==> src/rtl/otter_cu_fsm_mc_if.sv <==
// otter_cu_fsm_mc_if: IR fields, handshakes and enables between the OTTER control FSM and its datapath.
interface otter_cu_fsm_mc_if;
    logic [6:0] IR_OPCODE;
    logic [2:0] IR_FUNCT;
    logic       IR_25;
    logic       MD_DONE;
    logic       INTR;
    logic       MIE;
    logic       PC_WE;
    logic       RF_WE;
    logic       MEM_RDEN1;
    logic       MEM_RDEN2;
    logic       MEM_WE2;
    logic       CSR_WE;
    logic       MD_START;
    logic       MRET_EXEC;
    logic       INT_TAKEN;
    logic       ILLEGAL;
    logic [2:0] DBG_STATE;
    modport master (
        input  IR_OPCODE, IR_FUNCT, IR_25, MD_DONE, INTR, MIE,
        output PC_WE, RF_WE, MEM_RDEN1, MEM_RDEN2, MEM_WE2, CSR_WE,
               MD_START, MRET_EXEC, INT_TAKEN, ILLEGAL, DBG_STATE
    );
    modport slave (
        output IR_OPCODE, IR_FUNCT, IR_25, MD_DONE, INTR, MIE,
        input  PC_WE, RF_WE, MEM_RDEN1, MEM_RDEN2, MEM_WE2, CSR_WE,
               MD_START, MRET_EXEC, INT_TAKEN, ILLEGAL, DBG_STATE
    );
endinterface

==> src/rtl/otter_cu_fsm_mc.sv <==
// otter_cu_fsm_mc: multicycle OTTER control FSM with memory-latency counting and mul/div wait.
// Define CU_INTR_EN to take interrupts at instruction completion.
module otter_cu_fsm_mc #(
    parameter int MEM_LAT = 1,
    parameter int MD_EN   = 1
) (
    input  logic               CLK,
    input  logic               RST_N,
    otter_cu_fsm_mc_if.master  bus
);
    typedef enum logic [2:0] {FETCH = 3'd0, DECODE = 3'd1, WB = 3'd2, MD_WAIT = 3'd3, INTRPT = 3'd4} state_t;
    localparam logic [3:0] LAST = 4'(MEM_LAT - 1);

    state_t     state, next_state;
    logic [3:0] cnt, cnt_next;
    logic       pc, rf, rd1, rd2, we2, csr, mds, mret, int_t, ill, done, no_int, take_int, last;

`ifdef CU_INTR_EN
    assign take_int = bus.INTR & bus.MIE;
`else
    logic unused_intr;
    assign take_int = 1'b0;
    assign unused_intr = bus.INTR ^ bus.MIE;
`endif

    assign last = (cnt == LAST);

    always_ff @(posedge CLK) begin
        if (!RST_N) begin
            state <= FETCH;
            cnt   <= '0;
        end else begin
            state <= next_state;
            cnt   <= cnt_next;
        end
    end

    always_comb begin
        next_state = state;
        cnt_next   = cnt;
        {pc, rf, rd1, rd2, we2, csr, mds, mret, int_t, ill, done, no_int} = '0;
        case (state)
            FETCH: begin
                rd1        = 1'b1;
                cnt_next   = last ? 4'd0 : cnt + 4'd1;
                next_state = last ? DECODE : FETCH;
            end
            DECODE: case (bus.IR_OPCODE)
                7'b0000011: begin
                    rd2        = 1'b1;
                    next_state = WB;
                end
                7'b0100011: {we2, pc, done} = 3'b111;
                7'b1100011: {pc, done} = 2'b11;
                7'b0110011, 7'b0010011, 7'b0110111, 7'b0010111, 7'b1101111, 7'b1100111:
                    if (bus.IR_OPCODE == 7'b0110011 && bus.IR_25 && MD_EN != 0) begin
                        mds        = 1'b1;
                        next_state = MD_WAIT;
                    end else begin
                        {rf, pc, done} = 3'b111;
                    end
                7'b1110011: begin
                    {pc, done} = 2'b11;
                    csr        = bus.IR_FUNCT != 3'b000;
                    rf         = bus.IR_FUNCT != 3'b000;
                    mret       = bus.IR_FUNCT == 3'b000;
                    no_int     = bus.IR_FUNCT == 3'b000;
                end
                default: {ill, pc, done, no_int} = 4'b1111;
            endcase
            WB: begin
                cnt_next       = last ? 4'd0 : cnt + 4'd1;
                {rf, pc, done} = {3{last}};
            end
            MD_WAIT: {rf, pc, done} = {3{bus.MD_DONE}};
            INTRPT: begin
                {int_t, pc} = 2'b11;
                next_state  = FETCH;
            end
            default: next_state = FETCH;
        endcase
        if (done) next_state = (take_int && !no_int) ? INTRPT : FETCH;
    end

    // Reset gates every output so nothing fires while the FSM is being forced back to FETCH.
    assign bus.PC_WE     = RST_N & pc;
    assign bus.RF_WE     = RST_N & rf;
    assign bus.MEM_RDEN1 = RST_N & rd1;
    assign bus.MEM_RDEN2 = RST_N & rd2;
    assign bus.MEM_WE2   = RST_N & we2;
    assign bus.CSR_WE    = RST_N & csr;
    assign bus.MD_START  = RST_N & mds;
    assign bus.MRET_EXEC = RST_N & mret;
    assign bus.INT_TAKEN = RST_N & int_t;
    assign bus.ILLEGAL   = RST_N & ill;
    assign bus.DBG_STATE = {3{RST_N}} & state;
endmodule

==> src/flat_wrapper.sv <==
// flat-port wrapper written by rule: the top's interface ports become plain ports
module otter_cu_fsm_mc_flat 
#(
    parameter int MEM_LAT = 1,
    parameter int MD_EN   = 1
)
  (CLK, RST_N, bus_IR_OPCODE, bus_IR_FUNCT, bus_IR_25, bus_MD_DONE, bus_INTR, bus_MIE, bus_PC_WE, bus_RF_WE, bus_MEM_RDEN1, bus_MEM_RDEN2, bus_MEM_WE2, bus_CSR_WE, bus_MD_START, bus_MRET_EXEC, bus_INT_TAKEN, bus_ILLEGAL, bus_DBG_STATE);
  otter_cu_fsm_mc_if bus_i ();
  input  logic CLK;
  input  logic RST_N;
  input wire logic [$bits(bus_i.IR_OPCODE)-1:0] bus_IR_OPCODE;
  input wire logic [$bits(bus_i.IR_FUNCT)-1:0] bus_IR_FUNCT;
  input wire logic [$bits(bus_i.IR_25)-1:0] bus_IR_25;
  input wire logic [$bits(bus_i.MD_DONE)-1:0] bus_MD_DONE;
  input wire logic [$bits(bus_i.INTR)-1:0] bus_INTR;
  input wire logic [$bits(bus_i.MIE)-1:0] bus_MIE;
  output wire logic [$bits(bus_i.PC_WE)-1:0] bus_PC_WE;
  output wire logic [$bits(bus_i.RF_WE)-1:0] bus_RF_WE;
  output wire logic [$bits(bus_i.MEM_RDEN1)-1:0] bus_MEM_RDEN1;
  output wire logic [$bits(bus_i.MEM_RDEN2)-1:0] bus_MEM_RDEN2;
  output wire logic [$bits(bus_i.MEM_WE2)-1:0] bus_MEM_WE2;
  output wire logic [$bits(bus_i.CSR_WE)-1:0] bus_CSR_WE;
  output wire logic [$bits(bus_i.MD_START)-1:0] bus_MD_START;
  output wire logic [$bits(bus_i.MRET_EXEC)-1:0] bus_MRET_EXEC;
  output wire logic [$bits(bus_i.INT_TAKEN)-1:0] bus_INT_TAKEN;
  output wire logic [$bits(bus_i.ILLEGAL)-1:0] bus_ILLEGAL;
  output wire logic [$bits(bus_i.DBG_STATE)-1:0] bus_DBG_STATE;
  assign bus_i.IR_OPCODE = bus_IR_OPCODE;
  assign bus_i.IR_FUNCT = bus_IR_FUNCT;
  assign bus_i.IR_25 = bus_IR_25;
  assign bus_i.MD_DONE = bus_MD_DONE;
  assign bus_i.INTR = bus_INTR;
  assign bus_i.MIE = bus_MIE;
  assign bus_PC_WE = bus_i.PC_WE;
  assign bus_RF_WE = bus_i.RF_WE;
  assign bus_MEM_RDEN1 = bus_i.MEM_RDEN1;
  assign bus_MEM_RDEN2 = bus_i.MEM_RDEN2;
  assign bus_MEM_WE2 = bus_i.MEM_WE2;
  assign bus_CSR_WE = bus_i.CSR_WE;
  assign bus_MD_START = bus_i.MD_START;
  assign bus_MRET_EXEC = bus_i.MRET_EXEC;
  assign bus_INT_TAKEN = bus_i.INT_TAKEN;
  assign bus_ILLEGAL = bus_i.ILLEGAL;
  assign bus_DBG_STATE = bus_i.DBG_STATE;
  otter_cu_fsm_mc #(.MEM_LAT(MEM_LAT), .MD_EN(MD_EN)) u_core (.CLK(CLK), .RST_N(RST_N), .bus(bus_i));
endmodule
==> config.mk <==
export PLATFORM = sky130hd
export DESIGN_NAME = otter_cu_fsm_mc_flat
export DESIGN_NICKNAME = d
export VERILOG_FILES = /design/src/rtl/otter_cu_fsm_mc_if.sv /design/src/rtl/otter_cu_fsm_mc.sv /design/src/flat_wrapper.sv
export SDC_FILE = /design/constraint.sdc
export NUM_CORES = 1
export LEC_CHECK = 0
export ABC_AREA = 1
export ABC_CLOCK_PERIOD_IN_PS = 1400
export CAP_MARGIN = 10
export CORE_UTILIZATION = 25
export DETAILED_ROUTE_END_ITERATION = 10
export GPL_TIMING_DRIVEN = 1
export HOLD_SLACK_MARGIN = 0.15
export PLACE_DENSITY_LB_ADDON = 0.12
export SLEW_MARGIN = 20
export SYNTH_ARGS = -nofsm -noshare
export SYNTH_HDL_FRONTEND = slang
export SYNTH_SLANG_ARGS = --single-unit
==> constraint.sdc <==
create_clock -name CLK -period 1.4 [get_ports CLK]
set_input_delay 0.14 -clock CLK [delete_from_list [all_inputs] [get_ports CLK]]
set_output_delay 0.14 -clock CLK [all_outputs]
set_load 0.005 [all_outputs]
======== Word-level counts from Yosys, hierarchy flattened ========
Index checks and enable logic that the tools add are counted.
operators by class
  mux-type cells .......................... 26
  $add $sub $neg .......................... 1
  shift operators ......................... 0
  bitwise operators ....................... 13
  order comparisons ....................... 0
  equal/unequal tests ..................... 16
  divide/modulo/power cells ............... 0
  multipliers ............................. 0
  reduce and logical (&&, ||, !) cells .... 11
operators with widths
  kind                 count
  $eq 7x7->1 const B   4
  $eq 7x6->1 const B   3
  $mux 1               17
  $eq 7x5->1 const B   2
  $and 1x1->1          10
  $reduce_or 10->1     1
  $pmux 3 s3           1
  $eq 7x2->1 const B   1
  $eq 3x2->1 const B   2
  $logic_not 3->1      2
  $ne 3x2->1 const B   2
  $pmux 1 s3           2
  $pmux 3 s2           1
  $reduce_or 2->1      3
  $reduce_or 6->1      1
  $add 4x1->4 const B  1
  $logic_not 4->1      1
  $mux 4               1
  $pmux 1 s2           2
  $pmux 1 s4           1
  $and 3x3->3          1
  $eq 3x1->1 const B   1
  $eq 3x3->1 const B   1
  $mux 3               1
  other kinds (4)      5
word-level totals
  logic and storage cells ................. 69
  output and inout bits ................... 13
  register bits after elaboration ......... 7
  bits in read-only memories .............. 0
  memory bits (writable) .................. 0
  bits in latches ......................... 0
  memories ................................ 0
  bits of input ports ..................... 16

======== Depth between registers and ports, before layout ========
Gate-level depths: netlist (run 1).
  word-level depth ........................ 6
  gate-level depth with buffers ........... 9

======== Worst setup path after synthesis (run 1) ========
No wires, ideal clock.
  path type ............................... flip-flop to output port
  start point ............................. register u_core.cnt[0]
  end point ............................... output bus_RF_WE
  path buffers ............................ 0
  setup slack ............................. 0.256 ns
  data arrival time ....................... 1.004 ns
  stages on the path, launching flop included .. 7
  required time ........................... 1.260 ns
  cell sequence ........................... dfxtp_1 > inv_1 > ha_1 > nand2_1 > a21oi_1 > nor2_1 > a21oi_1
between the ends
  cells in the longest elaborated chain, start to end .. 3
ends and longest elaborated chain
  item                      line                   source
  start: declaration        otter_cu_fsm_mc.sv:15  logic [3:0] cnt, cnt_next;
  start signal: assignment  otter_cu_fsm_mc.sv:34  cnt <= cnt_next;
  $logic_not 4->1           otter_cu_fsm_mc.sv:26  assign last = (cnt == LAST);
  $pmux 1 s3                otter_cu_fsm_mc.sv:42  case (state)
  $and 1x1->1               otter_cu_fsm_mc.sv:87  assign bus.RF_WE = RST_N & rf;
  end: declaration          flat_wrapper.sv:18     output wire logic [$bits(bus_i.RF_WE)-1:0] bus_RF_WE;
Every way passes these cells.

======== Worst setup path in the final report (run 1) ========
  start point ............................. register u_core.cnt[1]
  end point ............................... output bus_RF_WE
The elaborated chain is that of the path after synthesis.

==> impl_metrics.prom, run 1 <==
# TYPE chip_impl_metric gauge
chip_impl_info{name="outcome",value="complete, but fails checks"} 1
chip_impl_info{name="failed_checks",value="setup timing"} 1
chip_impl_metric{name="synth_warnings",unit=""} 0
chip_impl_info{name="crit_type",value="flop to output pin"} 1
chip_impl_metric{name="grt_antenna_before_repair",unit=""} 0
chip_impl_metric{name="timing.fmax",unit="GHz"} 0.698
chip_impl_metric{name="cts_made_buffers",unit=""} 3
chip_impl_metric{name="grt.overflow.total",unit=""} 0
chip_impl_metric{name="drt_drc_violations_left",unit=""} 0
chip_impl_metric{name="maxSlewViolCount",unit=""} 0
chip_impl_metric{name="clkSinkCount",unit=""} 6
chip_impl_metric{name="cts-hold-fix-buffers",unit=""} 0
chip_impl_metric{name="finalHoldViolCount",unit=""} 0
chip_impl_metric{name="post-route-cell-area",unit="mm^2"} 0.00122
chip_impl_metric{name="clkSlewWorstSetupHoldPaths",unit="ns"} 0.05
chip_impl_metric{name="first_global_vias",unit=""} 852
chip_impl_metric{name="multi_input_area",unit="um^2"} 497
chip_impl_metric{name="clkPwrFrac",unit="%"} 11.2
chip_impl_metric{name="timing.critical_path.fanout_max",unit=""} 2
chip_impl_metric{name="seq_area",unit="um^2"} 128
chip_impl_metric{name="totalWireLength",unit="mm"} 2.00
chip_impl_metric{name="hold_slack",unit="ns"} 0.548
chip_impl_metric{name="worst_ep_required_time",unit="ns"} 1.26
chip_impl_metric{name="pin_count_of_the_biggest_net_entering_global_routing",unit=""} 8
chip_impl_metric{name="first_pass_iters",unit=""} 4
chip_impl_metric{name="die_h",unit="um"} 50.8
chip_impl_metric{name="worst_slack",unit="ns"} -0.0329
chip_impl_metric{name="die-width",unit="um"} 50.8
chip_impl_metric{name="vias",unit=""} 881
chip_impl_info{name="cts_tree",value="yes"} 1
chip_impl_metric{name="combinationalPowerShare",unit="%"} 70.2
chip_impl_metric{name="clock_skew",unit="ns"} 0.00261
chip_impl_metric{name="placement.cell_area",unit="mm^2"} 0.00105
chip_impl_metric{name="synth.avg_cell_area",unit="um^2"} 6.02
chip_impl_info{name="timing.critical_path.from_type",value="flop"} 1
chip_impl_metric{name="p_leak",unit="nW"} 0.623
chip_impl_metric{name="design.final.nets",unit=""} 187
chip_impl_metric{name="areaGrowthSynthToFinish",unit="%"} 105
chip_impl_metric{name="yosys_register_bits",unit=""} 6
chip_impl_metric{name="grt_use_met2",unit="%"} 34.0
chip_impl_metric{name="period_share",unit="%"} 102
chip_impl_info{name="globalRoute.busiestLayer",value="met2"} 1
chip_impl_info{name="holdCritPathClass",value="primary input to flop"} 1
chip_impl_info{name="ctsRootBufferMaster",value="clkbuf_4"} 1
chip_impl_metric{name="post_synthesis_instance_area",unit="um^2"} 596
chip_impl_metric{name="die_area",unit="mm^2"} 0.00258
chip_impl_metric{name="clock_tree.buffer_depth",unit=""} 2
chip_impl_metric{name="h-tree-depth",unit=""} 1
chip_impl_metric{name="yosysUniqueCellTypes",unit=""} 25
chip_impl_metric{name="power.sequential.fraction",unit="%"} 18.6
chip_impl_metric{name="post_drt_wl_per_cell",unit="um"} 10.3
chip_impl_metric{name="antennaDiodeCount",unit=""} 0
chip_impl_metric{name="sequential_to_total_area_share_from_yosys_stat",unit="%"} 20.2
chip_impl_metric{name="vdd_drop_max",unit="V"} 0.00104
chip_impl_metric{name="final.min_clock_period",unit="ns"} 1.43
chip_impl_metric{name="internal-power",unit="uW"} 915
chip_impl_metric{name="core_region_area",unit="mm^2"} 0.00223
chip_impl_metric{name="buffer_ports.inserted",unit=""} 24
chip_impl_metric{name="grt_use_met1",unit="%"} 16.9
chip_impl_metric{name="power_switching_share",unit="%"} 38.7
chip_impl_metric{name="floorplan.io_pins",unit=""} 29
chip_impl_metric{name="dp_hpwl",unit="mm"} 1.40
chip_impl_metric{name="p_per_area",unit="mW/mm^2"} 1220
chip_impl_metric{name="final-instance-count-excl-fill",unit=""} 195
chip_impl_metric{name="place.gp.congestion",unit=""} 0.727
chip_impl_info{name="rsz0062_at_grt",value="true"} 1
chip_impl_metric{name="final_antenna_net_count",unit=""} 0
chip_impl_metric{name="grt_util_met3",unit="%"} 2.38
chip_impl_metric{name="finalSetupTns",unit="ns"} -0.0490
chip_impl_metric{name="total_switching_power",unit="uW"} 579
chip_impl_metric{name="track_usage",unit="%"} 17.6
chip_impl_metric{name="vias_per_cell",unit=""} 4.52
chip_impl_metric{name="floorplan.initialDensity",unit="%"} 26.7
chip_impl_metric{name="dr.first_iter.drc_count",unit=""} 10
chip_impl_metric{name="placementRows",unit=""} 17
chip_impl_metric{name="post_route_cells_drive_above_1_share",unit="%"} 56.9
chip_impl_metric{name="placed_cells_incl_taps",unit=""} 175
chip_impl_metric{name="grt_pass1_wl",unit="mm"} 3.32
chip_impl_metric{name="skew_pair_late_insertion_delay",unit="ns"} 0.25
chip_impl_metric{name="setup_viol_count_final",unit=""} 2
chip_impl_metric{name="final_core_utilization",unit="%"} 54.7
chip_impl_metric{name="worstPathArrival",unit="ns"} 1.29
chip_impl_metric{name="netlist_instances",unit=""} 99
chip_impl_metric{name="filler_cell_count",unit=""} 238
chip_impl_info{name="sort_of_element_at_the_end_of_the_critical_path",value="output pin"} 1
chip_impl_metric{name="drv.max_cap_violation_count",unit=""} 0
[synthesized netlist by cell type]
master / instances / area [um^2]
conb_1: 1 / 3.75
nor3_1: 6 / 30.0
nand2_1: 19 / 71.3
o21bai_1: 1 / 7.51
nor2_4: 1 / 11.3
or3_1: 1 / 6.26
nand2_2: 2 / 12.5
nand3b_1: 1 / 7.51
nand3_2: 1 / 10.0
nor2_1: 15 / 56.3
buf_2: 1 / 5.00
nor3_4: 1 / 16.3
buf_4: 2 / 15.0
xor2_1: 2 / 17.5
nor2_2: 3 / 18.8
ha_1: 2 / 25.0
a21oi_1: 7 / 35.0
nand3_1: 5 / 25.0
nand4_1: 3 / 18.8
inv_2: 2 / 7.51
nor4_1: 1 / 6.26
or2_1: 1 / 6.26
o21ai_0: 5 / 25.0
inv_1: 10 / 37.5
dfxtp_1: 6 / 120
[worst paths after layout]
check                                      from               to  slack [ns]  depth (start not counted)
worst max-delay path              u_core.cnt[1]        bus_RF_WE       -0.03                          7
worst min-delay path                      RST_N    u_core.cnt[3]        0.55                          5
worst max register to register    u_core.cnt[1]    u_core.cnt[1]        0.02                          9
worst min register to register  u_core.state[1]  u_core.state[0]        0.60                          3
[state kept, by name (all words and copies together) (netlist names)]
register      count
u_core.cnt        4
u_core.state      2
[cells in the final DEF, fill, tap and decap left out, types with 3 or more instances in the layout]
| cell type | instances |
|---|---|
| clkbuf_4 | 3 |
| dlygate4sd2_1 | 4 |
| dfxtp_2 | 3 |
| a21oi_1 | 4 |
| nor2_1 | 14 |
| inv_2 | 7 |
| buf_2 | 11 |
| nand3_1 | 5 |
| nand2_2 | 3 |
| nand2_1 | 16 |
| o21ai_0 | 3 |
| clkdlybuf4s50_1 | 3 |
| buf_4 | 40 |
| nor3_1 | 3 |
| buf_6 | 3 |
| clkbuf_2 | 5 |
| inv_1 | 4 |
| nor3_2 | 3 |
| nand4_1 | 3 |
| nor2_2 | 3 |
[power by group through the flow]
stage | Clock (mW) | Sequential, mW | Combinational (mW)
floorplan | 0 | 0.271 | 0.335
global placement | 0 | 0.260 | 0.696
detailed placement | 0 | 0.261 | 0.703
CTS | 0.173 | 0.275 | 1.00
global route | 0.182 | 0.285 | 1.14
finish | 0.167 | 0.278 | 1.05
[critical path, cell delays in order, from the launching register on]
cell and delay, ns:
dfxtp_2 0.32, inv_2 0.07, ha_4 0.15, nand2_4 0.06, a21oi_4 0.15, nor2_1 0.05
a21oi_1 0.12, buf_2 0.13
[kinds of logic (layout without fill, tap and decap cells)]
family	Yosys count	count (layout)	synth area share (%)
AND/OR/NAND/NOR	60	60	49.8
buffers and inverters	15	82	10.9
AO/OA/AOI/OAI	13	13	11.3
flip-flops	6	6	20.2
adder cells (fa/ha/maj)	2	2	4.20
XOR/XNOR	2	2	2.94
other	1	2	0.630
[routing by layer]
metal  wire (um)  up-vias
li1            -      455
met1         850      401
met2        1010       20
met3          87        5
met4          53        0
met5           0        -
[repair_timing]
item / 4_1_cts / 5_1_grt
buffers inserted: 17 / 2
pin swaps: 16 / 6
hold endpoints to repair: 0 / 0
resized for setup: 82 / 18
gates cloned: 0 / 0
endpoints found under the setup margin: 12 / 9
[cell type report]
type / count / share of cell area (%)
clock buffer: 3 / 1.84
inverter: 12 / 3.89
multi-input combinational: 79 / 40.7
sequential: 6 / 10.5
tap: 28 / 2.87
timing repair buffer: 67 / 40.3
[stage by stage]
stage / setup slack, ns / total power, mW
global route: -0.131 / 1.61
detailed placement: -0.688 / 0.964
CTS: -0.172 / 1.45
global placement: -0.671 / 0.956
finish: -0.0329 / 1.49
floorplan: 0.256 / 0.606
Note: power is estimated with default switching activity, not from simulation.
==> run 2: changes to the inputs <==
--- a/config.mk
+++ b/config.mk
@@ -8,7 +8,7 @@
 export ABC_AREA = 1
 export ABC_CLOCK_PERIOD_IN_PS = 1400
 export CAP_MARGIN = 10
-export CORE_UTILIZATION = 25
+export CORE_UTILIZATION = 39
 export DETAILED_ROUTE_END_ITERATION = 10
 export GPL_TIMING_DRIVEN = 1
 export HOLD_SLACK_MARGIN = 0.15
==> impl_metrics.prom, run 2 (synthesized netlist as in run 1, its figures left out) <==
# TYPE chip_impl_metric gauge
chip_impl_metric{name="r2r.worst_path.cells",unit=""} 8
chip_impl_info{name="regToRegStartpoint",value="u_core.state[1]"} 1
chip_impl_metric{name="drv.max_cap_violation_count",unit=""} 0
chip_impl_metric{name="placementRows",unit=""} 13
chip_impl_metric{name="die_h",unit="um"} 41.1
chip_impl_info{name="crit_chain",value="buf_12 > nor2_4 > inv_2 > nor2_4 > nor2_4 > nor2_2 > buf_2"} 1
chip_impl_metric{name="skew_pair_late_insertion_delay",unit="ns"} 0.27
chip_impl_info{name="holdCritPathClass",value="primary input to flop"} 1
chip_impl_metric{name="track_usage",unit="%"} 31.4
chip_impl_metric{name="dr.first_iter.drc_count",unit=""} 61
chip_impl_metric{name="worstPathArrival",unit="ns"} 1.40
chip_impl_metric{name="clkSinkCount",unit=""} 6
chip_impl_info{name="setup.worst_path.start",value="u_core.state[1]"} 1
chip_impl_metric{name="pin_count_of_the_biggest_net_entering_global_routing",unit=""} 8
chip_impl_metric{name="h-tree-depth",unit=""} 1
chip_impl_metric{name="finalHoldViolCount",unit=""} 0
chip_impl_metric{name="grt.overflow.total",unit=""} 0
chip_impl_info{name="sort_of_element_at_the_end_of_the_critical_path",value="output pin"} 1
chip_impl_metric{name="vias_per_cell",unit=""} 5.82
chip_impl_info{name="worst_path_max_delay_cell",value="dfxtp_2"} 1
chip_impl_metric{name="areaGrowthSynthToFinish",unit="%"} 112
chip_impl_info{name="cts_tree",value="yes"} 1
chip_impl_info{name="failed_checks",value="setup timing"} 1
chip_impl_info{name="max_flop_register",value="u_core.cnt"} 1
chip_impl_metric{name="floorplan.initialDensity",unit="%"} 43.6
chip_impl_metric{name="grt_pass1_wl",unit="mm"} 3.29
chip_impl_info{name="outcome",value="complete, but fails checks"} 1
chip_impl_metric{name="die-width",unit="um"} 41.1
chip_impl_info{name="timing.critical_path.from_type",value="flop"} 1
chip_impl_metric{name="final.min_clock_period",unit="ns"} 1.54
chip_impl_info{name="largest_registers",value="u_core.cnt x4, u_core.state x2"} 1
chip_impl_metric{name="cts-hold-fix-buffers",unit=""} 0
chip_impl_metric{name="drt_drc_violations_left",unit=""} 0
chip_impl_metric{name="largest_reg_flops",unit=""} 4
chip_impl_metric{name="place.gp.congestion",unit=""} 0.893
chip_impl_metric{name="setup_viol_count_final",unit=""} 7
chip_impl_metric{name="design.final.nets",unit=""} 188
chip_impl_metric{name="clock_skew",unit="ns"} 0.00745
chip_impl_metric{name="worst_ep_required_time",unit="ns"} 1.26
chip_impl_metric{name="grt_antenna_before_repair",unit=""} 0
chip_impl_metric{name="dp_hpwl",unit="mm"} 1.52
chip_impl_metric{name="min_delay_path_depth",unit=""} 5
chip_impl_metric{name="timing.critical_path.fanout_max",unit=""} 4
chip_impl_metric{name="die_area",unit="mm^2"} 0.00169
chip_impl_metric{name="worst_slack",unit="ns"} -0.135
chip_impl_metric{name="vdd_drop_max",unit="V"} 0.00107
chip_impl_metric{name="maxSlewViolCount",unit=""} 0
chip_impl_metric{name="cp_slowest_stage_delay",unit="ns"} 0.35
chip_impl_metric{name="floorplan.io_pins",unit=""} 29
chip_impl_metric{name="first_global_vias",unit=""} 809
chip_impl_info{name="rsz0062_at_grt",value="true"} 1
chip_impl_metric{name="final_antenna_net_count",unit=""} 0
chip_impl_metric{name="post_route_cells_drive_above_1_share",unit="%"} 56.5
chip_impl_metric{name="placement.cell_area",unit="mm^2"} 0.00107
chip_impl_info{name="ctsRootBufferMaster",value="clkbuf_4"} 1
chip_impl_metric{name="period_share",unit="%"} 110
chip_impl_metric{name="timing.fmax",unit="GHz"} 0.651
chip_impl_metric{name="cts_made_buffers",unit=""} 3
chip_impl_metric{name="first_pass_iters",unit=""} 4
chip_impl_metric{name="p_leak",unit="nW"} 0.670
chip_impl_info{name="final_common_cell",value="buf_4"} 1
chip_impl_metric{name="core_region_area",unit="mm^2"} 0.00137
chip_impl_metric{name="buffer_ports.inserted",unit=""} 24
chip_impl_info{name="layout.cells.most_common_list",value="38 x buf_4, 16 x nand2_1, 12 x nor2_1"} 1
chip_impl_info{name="critical_path.most_common_cell",value="nor2_4"} 1
chip_impl_metric{name="clkSlewWorstSetupHoldPaths",unit="ns"} 0.06
chip_impl_metric{name="p_per_area",unit="mW/mm^2"} 1300
chip_impl_metric{name="post-route-cell-area",unit="mm^2"} 0.00126
chip_impl_info{name="crit_type",value="flop to output pin"} 1
chip_impl_metric{name="vias",unit=""} 1065
chip_impl_metric{name="antennaDiodeCount",unit=""} 0
chip_impl_metric{name="placement.setup.worst_slack",unit="ns"} -0.678
chip_impl_info{name="worst_hold_startpoint",value="RST_N"} 1
chip_impl_metric{name="clock_tree.buffer_depth",unit=""} 2
chip_impl_metric{name="post_drt_wl_per_cell",unit="um"} 17.8
chip_impl_metric{name="totalWireLength",unit="mm"} 3.27
## run 2: worst paths after layout
kind,end,slack (ns)
setup / recovery,bus_PC_WE,-0.14
hold / removal,u_core.cnt[2],0.44
setup reg to reg,u_core.state[0],-0.05
hold reg to reg,u_core.cnt[3],0.60
## run 2: power by group
group,leakage [nW],internal (mW),switching [mW],total [mW]
sequential,0.0505,0.232,0.0470,0.279
clock,0.0138,0.0986,0.0872,0.186
combinational,0.606,0.605,0.572,1.18
## run 2: layout make-up
cell class | count | area, um^2
Sequential cell | 6 | 125
Clock buffer | 3 | 22.5
Fill cell | 55 | 104
Tap cell | 15 | 18.8
Multi-Input combinational cell | 79 | 503
Inverter | 12 | 45.0
Timing Repair Buffer | 68 | 548
## run 2: timing repair
action | in CTS | in global routing
pin swaps | 16 | 10
gates resized for setup | 76 | 27
buffers inserted | 13 | 2
setup endpoints to repair | 12 | 9
## run 2: critical path: cells and delay by family (launching register included)
kind / cells / cell delay (ns)
simple gates: 4 / 0.44
flops: 1 / 0.35
buf+inv: 3 / 0.34
## run 2: routing by layer
metal  wire length [um]  GRT usage (%)
met4                224           17.5
met1               1080           32.1
met3                357           4.89
met2               1600           59.0
met5                  0              0
## run 2: per-stage QoR
step	util (%)	power (mW)	std cells	TNS, ns	hold slack, ns
3_5_place_dp	78.2	1.05	165	-5.80	0.523
4_1_cts	88.7	1.41	181	-0.199	0.554
3_3_place_gp	78.2	1.02	165	-5.37	0.503
6_report	92.4	1.64	183	-0.527	0.436
5_1_grt	92.4	1.73	183	-1.06	0.469
2_1_floorplan	-	0.606	100	0	0.276
